<file path="src/rtl/trilat_grid_search.sv">
// Exhaustive 2-D grid search for the point whose squared distances to three fixed
// anchors best match the squared input distances; one grid point per clock.
module trilat_grid_search #(
  parameter int GRID_W = 64,
  parameter int GRID_H = 64,
  parameter int AX     = 2,
  parameter int AY     = 2,
  parameter int BX     = 62,
  parameter int BY     = 2,
  parameter int CX     = 62,
  parameter int CY     = 62,
  parameter int TOL    = 0
) (
  input  logic        clk,
  input  logic        reset,
  input  logic        start,
  input  logic [7:0]  dist_a,
  input  logic [7:0]  dist_b,
  input  logic [7:0]  dist_c,
  output logic        busy,
  output logic        done,
  output logic [7:0]  pos_x,
  output logic [7:0]  pos_y,
  output logic [17:0] min_err
);

  typedef enum logic [1:0] {S_IDLE, S_LOAD, S_SCAN, S_FIN} state_t;

  localparam logic [7:0]  XMAX  = 8'(GRID_W - 1);
  localparam logic [7:0]  YMAX  = 8'(GRID_H - 1);
  localparam logic [7:0]  AX_V  = 8'(AX);
  localparam logic [7:0]  AY_V  = 8'(AY);
  localparam logic [7:0]  BX_V  = 8'(BX);
  localparam logic [7:0]  BY_V  = 8'(BY);
  localparam logic [7:0]  CX_V  = 8'(CX);
  localparam logic [7:0]  CY_V  = 8'(CY);
  localparam logic [17:0] TOL_V = 18'(TOL);

  function automatic logic [7:0] absdiff8(input logic [7:0] a, input logic [7:0] p);
    return (a > p) ? a - p : p - a;
  endfunction

  function automatic logic [16:0] sqdist(input logic [7:0] ax, input logic [7:0] ay,
                                         input logic [7:0] px, input logic [7:0] py);
    logic [16:0] dx, dy;
    dx = 17'(absdiff8(ax, px));
    dy = 17'(absdiff8(ay, py));
    return dx * dx + dy * dy;
  endfunction

  function automatic logic [16:0] absdiff17(input logic [16:0] dd, input logic [15:0] sq);
    return (dd > 17'(sq)) ? dd - 17'(sq) : 17'(sq) - dd;
  endfunction

  // Clamp rather than wrap if an out-of-range parameterisation ever overflows 18 bits.
  function automatic logic [17:0] sat18(input logic [18:0] s);
    return s[18] ? 18'h3FFFF : s[17:0];
  endfunction

  state_t      r_state;
  logic [7:0]  r_da, r_db, r_dc;
  logic [15:0] r_sqa, r_sqb, r_sqc;
  logic [7:0]  r_x, r_y, r_bx, r_by;
  logic [17:0] r_best;

  logic [16:0] w_ea, w_eb, w_ec;
  logic [17:0] w_err, w_nbest;
  logic [7:0]  w_nbx, w_nby;
  logic        w_better, w_hit, w_last;

  always_comb begin
    w_ea     = absdiff17(sqdist(AX_V, AY_V, r_x, r_y), r_sqa);
    w_eb     = absdiff17(sqdist(BX_V, BY_V, r_x, r_y), r_sqb);
    w_ec     = absdiff17(sqdist(CX_V, CY_V, r_x, r_y), r_sqc);
    w_err    = sat18(19'(w_ea) + 19'(w_eb) + 19'(w_ec));
    w_better = (w_err < r_best);
    w_nbest  = w_better ? w_err : r_best;
    w_nbx    = w_better ? r_x : r_bx;
    w_nby    = w_better ? r_y : r_by;
    w_hit    = (w_err <= TOL_V);
    w_last   = (r_x == XMAX) && (r_y == YMAX);
  end

  always_ff @(posedge clk) begin
    if (reset) begin
      r_state <= S_IDLE;
      busy    <= 1'b0;
      done    <= 1'b0;
      pos_x   <= '0;
      pos_y   <= '0;
      min_err <= '0;
      r_x     <= '0;
      r_y     <= '0;
      r_best  <= 18'h3FFFF;
    end else begin
      case (r_state)
        S_IDLE: begin
          done <= 1'b0;
          if (start) begin
            r_da    <= dist_a;
            r_db    <= dist_b;
            r_dc    <= dist_c;
            busy    <= 1'b1;
            r_state <= S_LOAD;
          end
        end
        S_LOAD: begin
          r_sqa   <= 16'(r_da) * 16'(r_da);
          r_sqb   <= 16'(r_db) * 16'(r_db);
          r_sqc   <= 16'(r_dc) * 16'(r_dc);
          r_x     <= '0;
          r_y     <= '0;
          r_best  <= 18'h3FFFF;
          r_state <= S_SCAN;
        end
        S_SCAN: begin
          r_best <= w_nbest;
          r_bx   <= w_nbx;
          r_by   <= w_nby;
          // An early hit is always strictly better than any earlier point, so the
          // updated best registers already hold the hit point.
          if (w_hit || w_last) begin
            pos_x   <= w_nbx;
            pos_y   <= w_nby;
            min_err <= w_nbest;
            busy    <= 1'b0;
            done    <= 1'b1;
            r_state <= S_FIN;
          end else if (r_x == XMAX) begin
            r_x <= '0;
            r_y <= r_y + 8'd1;
          end else begin
            r_x <= r_x + 8'd1;
          end
        end
        S_FIN: begin
          done    <= 1'b0;
          r_state <= S_IDLE;
        end
        default: r_state <= S_IDLE;
      endcase
    end
  end

endmodule

</file>
<file path="config.mk">
export PLATFORM = sky130hd
export DESIGN_NAME = trilat_grid_search
export DESIGN_NICKNAME = d
export VERILOG_FILES = /design/src/rtl/trilat_grid_search.sv
export SDC_FILE = /design/constraint.sdc
export NUM_CORES = 1
export LEC_CHECK = 0
export CAP_MARGIN = 20
export CORE_MARGIN = 4
export CORE_UTILIZATION = 41
export CTS_CLUSTER_SIZE = 20
export DETAILED_ROUTE_END_ITERATION = 7
export HOLD_SLACK_MARGIN = 0.15
export PLACE_DENSITY = 0.56
export SETUP_SLACK_MARGIN = 0.3
export SLEW_MARGIN = 20
export SYNTH_ARGS = -nofsm -noshare
export SYNTH_HDL_FRONTEND = slang
export SYNTH_SLANG_ARGS = --single-unit
</file>
<file path="constraint.sdc">
create_clock -name clk -period 28.4 [get_ports clk]
set_input_delay 5.68 -clock clk [delete_from_list [all_inputs] [get_ports clk]]
set_output_delay 5.68 -clock clk [all_outputs]
set_load 0.02 [all_outputs]
</file>
==> flow_summary.yaml, run 1 <==
global_routing:
  overflow: 0
  grt_max_degree: 46
  grt_pass1_wl_um: 104800
  antenna_found_initial: 0
  grt_usage_pct: 19.68
  grt_pass1_vias: 19860
logic_synthesis:
  ys.flop_type: "edfxtp_1"
  async_reset_ff_share_pct: 0
  avgSynthCellArea_um2: 8.648
  synth-edff-count: 85
  netlist_area_um2: 25350
  synth_cells: 2931
  synth_seq_cells: 157
  ys_seq_area_share_pct: 15.76
  yosys_warnings: 0
  synth.distinct_cells: 87
route:
  via_per_inst: 5.255
  drtPass1Iterations: 5
  post_drt_wl_per_cell_um: 17.26
  wirelength_um: 64600
  routed-via-count: 19670
  ant_nets: 0
  drc_errors: 0
  drtIter0Drc: 1180
finish:
  layout.nets: 3577
  syn_to_final_growth_pct: 7.957
  nFillCells: 5899
  n_antenna_cell: 0
  drive_gt1_share_pct: 3.985
clock_tree:
  clk_pin_slew_ps: 90
  cts_resized: 0
  cts_made_buffers: 17
  cts-root-buf: "clkbuf_16"
  cts_setup_buffers: 0
  clk_latency_ps: 490
  htreeDepth: 4
  clock_sinks: 157
  clockBufferDepth: 2
  cts_hold_buf: 0
  cts_tree: "built"
floorplan:
  start_util_pct: 41.68
  row_count: 90
  boundaryPins: 63
  core_um2: 60810
  die_h_um: 256.6
  chipWidth_um: 256.6
  dieArea_um2: 65860
worst_hold_path:
  hold_class: "register to register"
sta:
  period_minus_slack_ps: 18950
  timing.fmax_ghz: 0.05276
  clock_skew_ps: 21.34
  finalSetupViolations: 0
  tns_ps: 0
  post-route-period-util_pct: 66.74
  hold_viol: 0
  slew_violations: 0
  rsz0062_at_grt: "false"
  tightestPinTransition_ps: 1148
  slew_headroom_pct: 22.90
worst_setup_path:
  arrival_ps: 19280
  crit_fanout: 29
  slowest_delay_ps: 820
  cp_top_family: "compound AO/OA/AOI/OAI gates"
  worstSetupPathType: "register to register"
  path_buf_inv: 9
  cpMaxStageDelayCell: "a221oi_4"
  critPathRequiredTime_ps: 28730
  cp-end-kind: "register"
  worst_setup_path_start_kind: "register"
  cp_common_cell: "fa_1"
placement:
  dp_hpwl_um: 54080
  gp_routability_congestion: 0.9814
  place.port_buffers: 62
status:
  status: "finished, final reports clean"
flow_run:
  cap_violations: 0
[worst paths after layout]
path / start / endpoint / slack [ps] / cells after the start
hold / removal: min_err[15]$_SDFFE_PP0P_ / min_err[15]$_SDFFE_PP0P_ / 460 / 2
setup reg to reg: r_x[2]$_SDFFE_PP0P_ / r_best[8]$_SDFFE_PP1P_ / 9450 / 63
hold reg to reg: min_err[15]$_SDFFE_PP0P_ / min_err[15]$_SDFFE_PP0P_ / 460 / 2
setup / recovery: r_x[2]$_SDFFE_PP0P_ / r_best[8]$_SDFFE_PP1P_ / 9450 / 63
[flip-flops by register name, summed over array words and instances, names as in the netlist, 15 cells and up]
name / count
min_err: 18
r_sqa: 15
r_sqc: 15
r_sqb: 15
r_best: 18
[kinds of logic after synthesis]
| family | share of synthesized area, % |
|---|---|
| compound gates | 13.96 |
| xor+xnor | 7.449 |
| fa+ha+maj | 36.48 |
| buf+inv | 9.468 |
| flops | 15.76 |
| mux | 3.450 |
| other cells | 0.01479 |
| simple gates | 13.42 |
[Yosys cell counts (14+ instances only)]
master    count  area share, %
fa_1        227             18
xnor2_1     135            4.7
o22ai_1      17           0.42
nand3_1      27           0.53
o21bai_1     29           0.86
and2_1       58            1.4
a21o_1       65            1.9
o21a_1       30           0.89
nor2b_1      39           0.96
edfxtp_1     85             10
nand2b_1     31           0.77
o21ai_0      79            1.6
nor3_1       48           0.95
a21oi_1     159            3.1
nand2_1     189            2.8
dfxtp_1      72            5.7
xor2_1       75            2.6
a31oi_1      20           0.49
nor2_1      244            3.6
nand4_1      18           0.44
inv_1       544            8.1
mux2i_1      57            2.3
or2_2        14           0.35
mux2_2       27            1.2
clkbuf_1     61           0.90
a211oi_1     17           0.50
ha_1        375             19
[worst register-to-register path, delay by kind of cell, from the launching register on]
family / cells / cell delay [ps]
buffers and inverters: 9 / 1410
muxes: 1 / 390
DFF: 1 / 640
and+or+nand+nor: 12 / 2790
xor gates and xnor gates: 4 / 1190
adders and majority gates: 13 / 5970
AOI/OAI and AO/OA: 24 / 6430
[stage by stage]
| stage | hold WS [ps] | cells | cell area (um^2) | worst slack [ps] | utilization, % |
|---|---|---|---|---|---|
| global placement | 447.0 | 3711 | 26750 | 9336 | 43.99 |
| floorplan | 441.6 | 2934 | 25360 | 12850 | - |
| CTS | 456.6 | 3743 | 27360 | 9543 | 45.00 |
| finish | 455.9 | 3743 | 27360 | 9447 | 45.00 |
| detailed placement | 447.8 | 3711 | 26750 | 9646 | 44.00 |
| global route | 475.4 | 3743 | 27360 | 8130 | 45.00 |
[metal layers]
layer	track usage, %	part of all wire [%]	up-vias
met5	0	0	-
met4	6.077	2.9	0
met3	2.368	3.4	86
met2	33.11	47	365
met1	26.62	46	9531
li1	-	-	9686
[layout by cell type, fill, tap and decap left out, drive strengths merged, types with 10 or more instances in the layout]
cell           instances
a31oi                 22
a21oi                161
and3                  11
inv                  552
o22ai                 17
and2                  59
o31ai                 10
xor2                  77
mux2                  27
mux2i                 57
nand2b                31
or2                   14
xnor2                136
nand4                 18
a21o                  65
nor3                  48
ha                   375
o21ai                 87
nor2                 245
nand2                189
dfxtp                 72
o211ai                13
nand3                 28
o21a                  30
edfxtp                85
nor2b                 39
fa                   227
clkdlybuf4s50         62
a211oi                17
o21bai                29
clkbuf                17
buf                   15
[cell type report]
class | instances | area [um^2] | area share (%)
tap | 782 | 978.4 | 3.576
clock inverter | 15 | 185.2 | 0.6767
sequential | 157 | 3994 | 14.60
multi-input combinational | 2151 | 19010 | 69.46
timing repair buffer | 77 | 733.2 | 2.679
inverter | 544 | 2042 | 7.462
clock buffer | 17 | 425.4 | 1.555
Power of run 1 is left out: the tool's default activity adds up to more than one toggle a clock period on the data nets, which glitch-free logic cannot reach.
==> run 2, diff against run 1 <==
==> constraint.sdc (replaced) <==
create_clock -name clk -period 17.94 [get_ports clk]
set_input_delay 3.588 -clock clk [delete_from_list [all_inputs] [get_ports clk]]
set_output_delay 3.588 -clock clk [all_outputs]
set_load 0.02 [all_outputs]
==> run 2 against run 1 <==
- via count up 0.11%
- critical path depth unchanged
- die area did not move
- sequential share of layout area is 0.089 points lower
- clock-buffer cell count increased by 1
- sequential cell count did not move
- critical path type unchanged
- final cell count is 0.35% higher
- hold slack got worse by 5.9 ps
- worst setup slack worse by 8000 ps
- first-iteration DRC count up 8.1%
==> flow_summary.yaml, run 2 (synthesized netlist as in run 1, its figures left out) <==
finish:
  syn_to_final_growth_pct: 8.723
  reg.largest.list: "min_err: 18 flops, r_best: 18 flops"
  final_common_cell: "inv_1"
  layout.nets: 3590
  n_antenna_cell: 0
  mostFrequentLayoutCells: "544 x inv_1, 375 x ha_1, 244 x nor2_1, 227 x fa_1, 188 x nand2_1"
  nFillCells: 5989
  drive_gt1_share_pct: 4.842
worst_setup_path:
  crit_fanout: 24
  reg2reg_from: "r_x[0]$_SDFFE_PP0P_"
  cp_common_cell: "fa_1"
  r2r-end: "r_best[4]$_SDFFE_PP1P_"
  critPathCapture: "r_best[4]$_SDFFE_PP1P_"
  arrival_ps: 16860
  reg2reg_depth: 63
  cpMaxStageDelayCell: "fa_1"
  cp_top_family: "adder cells"
  worstSetupPathType: "register to register"
  path_buf_inv: 12
  cp.depth: 63
  ff2ff_setup_slack_ps: 1410
  critPathRequiredTime_ps: 18260
  worst_setup_path_start_kind: "register"
  cp-startpoint: "r_x[0]$_SDFFE_PP0P_"
  cp-end-kind: "register"
  slowest_delay_ps: 570
placement:
  dp_hpwl_um: 54610
  place.port_buffers: 62
  gp_routability_congestion: 0.9609
  pre_cts_slack_ps: 345.0
status:
  status: "finished, final reports clean"
floorplan:
  die_h_um: 256.6
  core_um2: 60810
  chipWidth_um: 256.6
  boundaryPins: 63
  start_util_pct: 41.68
  dieArea_um2: 65860
  row_count: 90
sta:
  tns_ps: 0
  layout_setup_ws_ps: 1407
  clock_skew_ps: 26.00
  period_minus_slack_ps: 16530
  finalSetupViolations: 0
  rsz0062_at_grt: "false"
  post-route-period-util_pct: 92.16
  slew_headroom_pct: 31.20
  slew_violations: 0
  tightestPinTransition_ps: 1019
  hold_viol: 0
  timing.fmax_ghz: 0.06048
clock_tree:
  clk_pin_slew_ps: 80
  cts_tree: "built"
  cts-root-buf: "clkbuf_16"
  clockBufferDepth: 2
  cts_made_buffers: 17
  clock_sinks: 157
  clk_latency_ps: 480
  htreeDepth: 4
global_routing:
  antenna_found_initial: 1
  grt_pass1_vias: 19890
  grt_usage_pct: 19.93
  grt_max_degree: 46
  grt_pass1_wl_um: 106200
  overflow: 0
route:
  routed-via-count: 19690
  drc_errors: 0
  via_per_inst: 5.242
  drtPass1Iterations: 7
  wirelength_um: 65600
  post_drt_wl_per_cell_um: 17.47
  drtIter0Drc: 1276
  ant_nets: 0
worst_hold_path:
  hold_class: "register to register"
flow_run:
  cap_violations: 0
run 2: changes by cell type in the layout (fill, tap and decap cells not counted), sizes merged:
cell | before | now
clkinv | 6 | 5
clkinvlp | 1 | 0
inv | 552 | 553
buf | 15 | 27
clkbuf | 17 | 18
a221oi | 4 | 5
run 2: how the worst min path moves through the flow:
stage               slack, ps                startpoint  cells after the start                        to
floorplan                 440   r_best[10]$_SDFFE_PP1P_                      2   r_best[10]$_SDFFE_PP1P_
global placement          440  min_err[14]$_SDFFE_PP0P_                      2  min_err[14]$_SDFFE_PP0P_
detailed placement        440   min_err[5]$_SDFFE_PP0P_                      2   min_err[5]$_SDFFE_PP0P_
CTS                       450   min_err[5]$_SDFFE_PP0P_                      2   min_err[5]$_SDFFE_PP0P_
global route              470   min_err[8]$_SDFFE_PP0P_                      2   min_err[8]$_SDFFE_PP0P_
finish                    450   min_err[5]$_SDFFE_PP0P_                      2   min_err[5]$_SDFFE_PP0P_
run 2: final cells by class:
cell class / count / area (um^2) / area share [%]
tap: 782 / 978.4 / 3.551
inverter: 544 / 2042 / 7.410
timing repair buffer: 89 / 835.8 / 3.033
clock inverter: 14 / 158.9 / 0.5766
multi-input combinational: 2152 / 19090 / 69.29
clock buffer: 18 / 450.4 / 1.635
sequential: 157 / 3998 / 14.51
run 2: tightest hold or removal path: cells and delay by family (launching register included):
kind | cells | cell delay [ps]
flops | 1 | 310
compound gates | 1 | 50
simple gates | 1 | 50
run 2: through the flow:
stage	cell area (um^2)	instances	hold slack [ps]	util, %
5_1_grt	27560	3756	472.5	45.32
6_report	27560	3756	450.0	45.32
2_1_floorplan	25360	2934	441.6	-
3_5_place_dp	26820	3720	442.7	44.10
3_3_place_gp	26820	3720	443.9	44.10
4_1_cts	27440	3752	453.8	45.12
run 2: repair_timing:
| action | in CTS | in global routing |
|---|---|---|
| setup buffers | 0 | 3 |
| gates cloned | 0 | 1 |
| setup endpoints to repair | 13 | 68 |
| hold buffers | 0 | 0 |
| resized for setup | 2 | 13 |
| pin swaps | 0 | 1 |
run 2: metal layers:
| metal | vias up | part of all wire (%) | GRT usage (%) |
|---|---|---|---|
| met1 | 9531 | 48 | 27.64 |
| met5 | - | 0 | 0 |
| met2 | 374 | 46 | 32.77 |
| met3 | 78 | 3.3 | 2.575 |
| met4 | 0 | 2.6 | 5.713 |
| li1 | 9706 | - | - |
Power of run 2 is left out for the same reason.
